$ cat src/rtl/doa_smoother.sv
// Filters per-frame DOA estimates: range/outlier rejection, then a DEPTH-deep moving average.
// Latency: weightdone at edge t gives avg_valid between edges t+3 and t+4. A weightdone during processing is dropped and flagged in overrun.
module doa_smoother #(
  parameter int DEPTH        = 8,
  parameter int MAX_JUMP     = 30,
  parameter int REJECT_LIMIT = 3
) (
  input  logic                       clk,
  input  logic                       reset,
  input  logic                       weightdone,
  input  logic [7:0]                 doa,
  input  logic                       clear,
  output logic [7:0]                 doa_avg,
  output logic                       avg_valid,
  output logic [$clog2(DEPTH):0]     fill,
  output logic [7:0]                 rejects,
  output logic                       overrun
);

  localparam int LOG2D = $clog2(DEPTH);
  localparam int SW    = 8 + LOG2D;
  localparam int CW    = $clog2(REJECT_LIMIT + 1);

  localparam logic [1:0] IDLE   = 2'd0;
  localparam logic [1:0] CHECK  = 2'd1;
  localparam logic [1:0] UPDATE = 2'd2;
  localparam logic [1:0] OUTPUT = 2'd3;

  localparam logic signed [7:0]  DOA_MAX = 8'sd90;
  localparam logic signed [7:0]  DOA_MIN = -8'sd90;
  localparam logic signed [8:0]  JUMP9   = 9'(MAX_JUMP);
  localparam logic [LOG2D:0]     FULL    = (LOG2D + 1)'(DEPTH);
  localparam logic signed [SW-1:0] HALF  = SW'(DEPTH / 2);
  localparam logic [CW-1:0]      CLIMIT  = CW'(REJECT_LIMIT);

  logic [1:0]              state_q, state_d;
  logic signed [7:0]       s_q, s_d;
  logic signed [SW-1:0]    sum_q, sum_d;
  logic [LOG2D-1:0]        wr_ptr_q, wr_ptr_d;
  logic [LOG2D:0]          fill_q, fill_d;
  logic [CW-1:0]           consec_q, consec_d;
  logic [7:0]              rejects_q, rejects_d;
  logic                    overrun_q, overrun_d;
  logic signed [7:0]       avg_q, avg_d;
  logic                    avg_valid_q, avg_valid_d;
  logic signed [7:0]       ring_q [DEPTH];
  logic                    ring_we;

  logic                    flush;
  logic signed [8:0]       diff;
  logic                    out_of_range;
  logic                    outlier;
  logic [CW-1:0]           consec_inc;
  logic [7:0]              rejects_inc;
  logic signed [SW-1:0]    s_ext;
  logic signed [SW-1:0]    old_ext;
  logic signed [SW-1:0]    rounded;
  logic signed [SW-1:0]    shifted;

  assign flush        = reset | clear;
  assign diff         = {s_q[7], s_q} - {avg_q[7], avg_q};
  assign out_of_range = (s_q < DOA_MIN) || (s_q > DOA_MAX);
  assign outlier      = (fill_q != '0) && ((diff > JUMP9) || (diff < -JUMP9));
  assign consec_inc   = consec_q + 1'b1;
  assign rejects_inc  = (rejects_q == 8'hFF) ? rejects_q : rejects_q + 8'd1;
  assign s_ext        = {{LOG2D{s_q[7]}}, s_q};
  assign old_ext      = {{LOG2D{ring_q[wr_ptr_q][7]}}, ring_q[wr_ptr_q]};
  // Bias by half a step so the arithmetic shift rounds half toward +inf.
  assign rounded      = sum_q + HALF;
  assign shifted      = rounded >>> LOG2D;

  always_comb begin
    state_d     = state_q;
    s_d         = s_q;
    sum_d       = sum_q;
    wr_ptr_d    = wr_ptr_q;
    fill_d      = fill_q;
    consec_d    = consec_q;
    rejects_d   = rejects_q;
    overrun_d   = overrun_q;
    avg_d       = avg_q;
    avg_valid_d = 1'b0;
    ring_we     = 1'b0;

    if (weightdone && (state_q != IDLE)) begin
      overrun_d = 1'b1;
    end

    case (state_q)
      IDLE: begin
        if (weightdone) begin
          s_d     = doa;
          state_d = CHECK;
        end
      end
      CHECK: begin
        if (out_of_range) begin
          rejects_d = rejects_inc;
          state_d   = IDLE;
        end else if (outlier) begin
          rejects_d = rejects_inc;
          if (consec_inc == CLIMIT) begin
            // Persistent disagreement: the old window is stale, re-seed from this sample.
            fill_d   = '0;
            sum_d    = '0;
            wr_ptr_d = '0;
            consec_d = '0;
            state_d  = UPDATE;
          end else begin
            consec_d = consec_inc;
            state_d  = IDLE;
          end
        end else begin
          consec_d = '0;
          state_d  = UPDATE;
        end
      end
      UPDATE: begin
        if (fill_q == FULL) begin
          sum_d = sum_q - old_ext + s_ext;
        end else begin
          sum_d  = sum_q + s_ext;
          fill_d = fill_q + 1'b1;
        end
        ring_we  = 1'b1;
        wr_ptr_d = wr_ptr_q + 1'b1;
        state_d  = OUTPUT;
      end
      OUTPUT: begin
        if (fill_q < FULL) begin
          avg_d = s_q;
        end else begin
          avg_d = shifted[7:0];
        end
        avg_valid_d = 1'b1;
        state_d     = IDLE;
      end
      default: state_d = IDLE;
    endcase
  end

  always_ff @(posedge clk) begin
    if (flush) begin
      state_q     <= IDLE;
      s_q         <= '0;
      sum_q       <= '0;
      wr_ptr_q    <= '0;
      fill_q      <= '0;
      consec_q    <= '0;
      rejects_q   <= '0;
      overrun_q   <= 1'b0;
      avg_q       <= '0;
      avg_valid_q <= 1'b0;
    end else begin
      state_q     <= state_d;
      s_q         <= s_d;
      sum_q       <= sum_d;
      wr_ptr_q    <= wr_ptr_d;
      fill_q      <= fill_d;
      consec_q    <= consec_d;
      rejects_q   <= rejects_d;
      overrun_q   <= overrun_d;
      avg_q       <= avg_d;
      avg_valid_q <= avg_valid_d;
    end
  end

  // Ring contents need no reset: fill gates every read of a stale slot.
  always_ff @(posedge clk) begin
    if (ring_we && !flush) begin
      ring_q[wr_ptr_q] <= s_q;
    end
  end

  assign doa_avg   = avg_q;
  assign avg_valid = avg_valid_q;
  assign fill      = fill_q;
  assign rejects   = rejects_q;
  assign overrun   = overrun_q;

endmodule

$ cat config.mk
export PLATFORM = sky130hd
export DESIGN_NAME = doa_smoother
export DESIGN_NICKNAME = d
export VERILOG_FILES = /design/src/rtl/doa_smoother.sv
export SDC_FILE = /design/constraint.sdc
export NUM_CORES = 1
export LEC_CHECK = 0
export ABC_AREA = 1
export CAP_MARGIN = 20
export CORE_UTILIZATION = 65
export CTS_CLUSTER_DIAMETER = 80
export DETAILED_ROUTE_END_ITERATION = 10
export GPL_ROUTABILITY_DRIVEN = 0
export PLACE_DENSITY = 0.84
export SETUP_SLACK_MARGIN = 0.02
export SLEW_MARGIN = 25
export SYNTH_ARGS = -nofsm -noshare
export SYNTH_HDL_FRONTEND = slang
export SYNTH_SLANG_ARGS = --single-unit
$ cat constraint.sdc
create_clock -name clk -period 5.1 [get_ports clk]
set_input_delay 1.53 -clock clk [delete_from_list [all_inputs] [get_ports clk]]
set_output_delay 1.53 -clock clk [all_outputs]
set_load 0.05 [all_outputs]
==> results.py <==
metrics = {
    "status": {
        "status": "completed",
    },
    "placement": {
        "io_buffers": 33,
        "hpwl_mm": 11.7,
    },
    "pwr": {
        "swShare": 0.250,
        "intPower_w": 0.00175,
        "p_seq_frac": 0.428,
        "leakage_nw": 3.11,
        "peakVddDrop_mv": 0.213,
        "cellPowerDensity_nw_per_um2": 302,
        "total_power_w": 0.00233,
        "p_clk_frac": 0.503,
        "power_frac_comb": 0.069,
        "switchingPower_w": 0.000582,
    },
    "cts": {
        "postCtsSetupBuffers": 0,
        "cts_tree": "yes",
        "post_cts_resized": 0,
        "cts_buffer_depth": 2,
        "cts_sinks": 115,
        "cts_made_buffers": 17,
        "clkTransAtPathRegs_ns": 0.06,
        "htreeDepth": 4,
        "ctsHoldBuffers": 0,
        "cts_root_buf": "clkbuf_8",
        "clk_latency_ns": 0.53,
    },
    "grt": {
        "grt_pass1_wl_mm": 26.8,
        "grt_pass1_vias": 5658,
        "overflow": 0,
        "antenna_found_initial": 0,
        "grt_start_max_net_pins": 33,
        "gr-usage-all-layers": 0.340,
    },
    "yosys": {
        "ys_ff_latch": 115,
        "yosys-top-cells-area": "edfxtp_1 (29%), dfxtp_1 (15%), nand2_1 (6.8%), ha_1 (6.6%), inv_1 (5.8%)",
        "synth_area_um2": 6680,
        "synth_edf_count": 64,
        "yosysMostFrequentCell": "nand2_1",
        "synth_area_leader_cell": "edfxtp_1",
        "async_flop_share": 0,
        "syn_nets": 856,
        "ys_warn_count": 0,
        "yosysTopAreaCellShare": 0.288,
        "ys.flop_type": "edfxtp_1",
        "avgSynthCellArea_um2": 8.38,
        "synthCells": 797,
        "yosysSeqAreaShare": 0.441,
        "synth_common_cells": "nand2_1 (121), inv_1 (103), nor2_1 (101)",
        "synth.distinct_cells": 39,
    },
    "setup_path": {
        "crit_fanout": 17,
        "worst-endpoint-arrival_ns": 4.42,
        "critPathCaptureType": "register",
        "start_kind": "register",
        "path_class": "register to register",
        "cp.required_ns": 5.56,
    },
    "layout": {
        "n_fill_cell": 638,
        "syn_to_final_growth_pct": 15.3,
        "fin_util": 0.781,
        "drive_gt1_frac": 0.0827,
        "num_antenna_cells": 0,
        "fin_nets": 892,
    },
    "floorplanning": {
        "ioPinCount": 34,
        "fp.dieW_um": 103,
        "initial_utilization": 0.677,
        "coreArea_um2": 9860,
        "chipHeight_um": 103,
        "die-area_um2": 10700,
        "num_rows": 36,
    },
    "sta": {
        "worst_pin_slew_ns": 0.950,
        "clock.fmax_mhz": 252,
        "fin_tns_setup_ns": 0,
        "fin_worst_skew_ns": 0.00945,
        "timing.final.crit_share": 0.778,
        "hold_viol_final": 0,
        "max-slew-margin-rel": 0.360,
        "setup_viol": 0,
        "rsz0062_at_grt": "no",
        "whs_ns": 0.485,
        "timing.final.max_slew_violations": 0,
        "finalCriticalPeriod_ns": 3.97,
    },
    "drt": {
        "drt.antenna.violating_nets": 0,
        "drt_pass1_iterations": 7,
        "routedWlPerCell_um": 17.3,
        "via_per_inst": 5.94,
        "drc_errors": 0,
        "drt_iter0_markers": 465,
        "routed_wl_mm": 17.0,
        "via_count": 5816,
    },
    "job": {
        "drv_cap": 0,
    },
    "min_path": {
        "hp-class": "register to register",
    },
}
-- cells in the final DEF, fill, tap and decap left out, types with 12 or more instances in the layout --
cell type	synthesis	layout
clkdlybuf4s50_1	0	33
dfxtp_1	51	51
xor2_1	15	15
o21ai_0	66	66
ha_1	35	35
clkbuf_16	0	16
nand2_1	121	121
edfxtp_1	64	64
a21oi_1	56	56
nand3_1	58	58
nor2_1	101	101
fa_1	12	12
inv_1	103	103
-- flip-flops by register name, indices dropped and copies added (netlist names), named ones only --
register,cells
rejects,8
ring_q,64
overrun,1
fill,4
state_q,1
doa_avg,8
avg_valid,1
sum_q,11
wr_ptr_q,3
s_q,8
consec_q,2
-- layout make-up --
type	count	area (µm²)	share of cell area
clock buffers	17	414	0.0538
well taps	133	166	0.0216
multi-input cells	557	3260	0.423
flip-flops and latches	115	2940	0.382
clock inverters	15	169	0.0219
inverters	105	394	0.0512
repair buffers	37	360	0.0468
-- metrics by stage --
step | setup slack (ns) | instance area, µm² | instances
5_1_grt | 0.726 | 7700 | 979
3_3_place_gp | 1.40 | 7120 | 947
6_report | 1.13 | 7700 | 979
4_1_cts | 1.18 | 7700 | 979
3_5_place_dp | 1.24 | 7120 | 947
2_1_floorplan | 1.81 | 6680 | 797
-- routing by layer --
| layer | up-vias | global-route usage | part of all wire |
|---|---|---|---|
| met3 | 62 | 0.0746 | 0.065 |
| met5 | - | 0 | 0 |
| met1 | 2706 | 0.389 | 0.38 |
| met4 | 0 | 0.196 | 0.040 |
| met2 | 281 | 0.588 | 0.51 |
| li1 | 2767 | - | - |
-- power by group through the flow --
stage | combinational (W) | clock (W) | sequential (W)
final | 0.000161 | 0.00117 | 0.000995
after global routing | 0.000180 | 0.00122 | 0.000996
after CTS | 0.000159 | 0.00117 | 0.000995
after detailed placement | 0.000157 | 0 | 0.00101
after global placement | 0.000150 | 0 | 0.00101
after floorplan | 0.000116 | 0 | 0.00101
-- logic make-up (layout without fill, tap and decap cells) --
logic type / Yosys count / count (layout) / synth area share
adder cells (fa/ha/maj): 47 / 47 / 0.102
XOR/XNOR: 21 / 21 / 0.0275
AO/OA/AOI/OAI: 171 / 171 / 0.146
AND/OR/NAND/NOR: 318 / 318 / 0.212
flip-flops: 115 / 115 / 0.441
buffers and inverters: 125 / 174 / 0.0717
-- final timing paths --
check | slack, ns | cells after the start | startpoint | endpoint
hold reg to reg | 0.48 | 2 | doa_avg[6]$_SDFFE_PP0P_ | doa_avg[6]$_SDFFE_PP0P_
setup reg to reg | 1.13 | 16 | register | sum_q[10]$_SDFFE_PP0P_
hold / removal | 0.48 | 2 | doa_avg[6]$_SDFFE_PP0P_ | doa_avg[6]$_SDFFE_PP0P_
setup / recovery | 1.13 | 16 | register | sum_q[10]$_SDFFE_PP0P_
-- critical path, cell delays in order, from the launching register on --
cell and delay (ns):
dfxtp_1 0.50, inv_1 0.44, o21ai_0 0.17, o22ai_1 0.14
inv_1 0.05, o21ai_0 0.74, fa_1 0.55, inv_1 0.08
ha_1 0.25, inv_1 0.14, o21ai_0 0.14, nand3_1 0.09
nand4_1 0.10, or2_2 0.28, nand3_1 0.07, nand3_1 0.10
o21ai_2 0.06
Power figures use the tool's default switching activity.
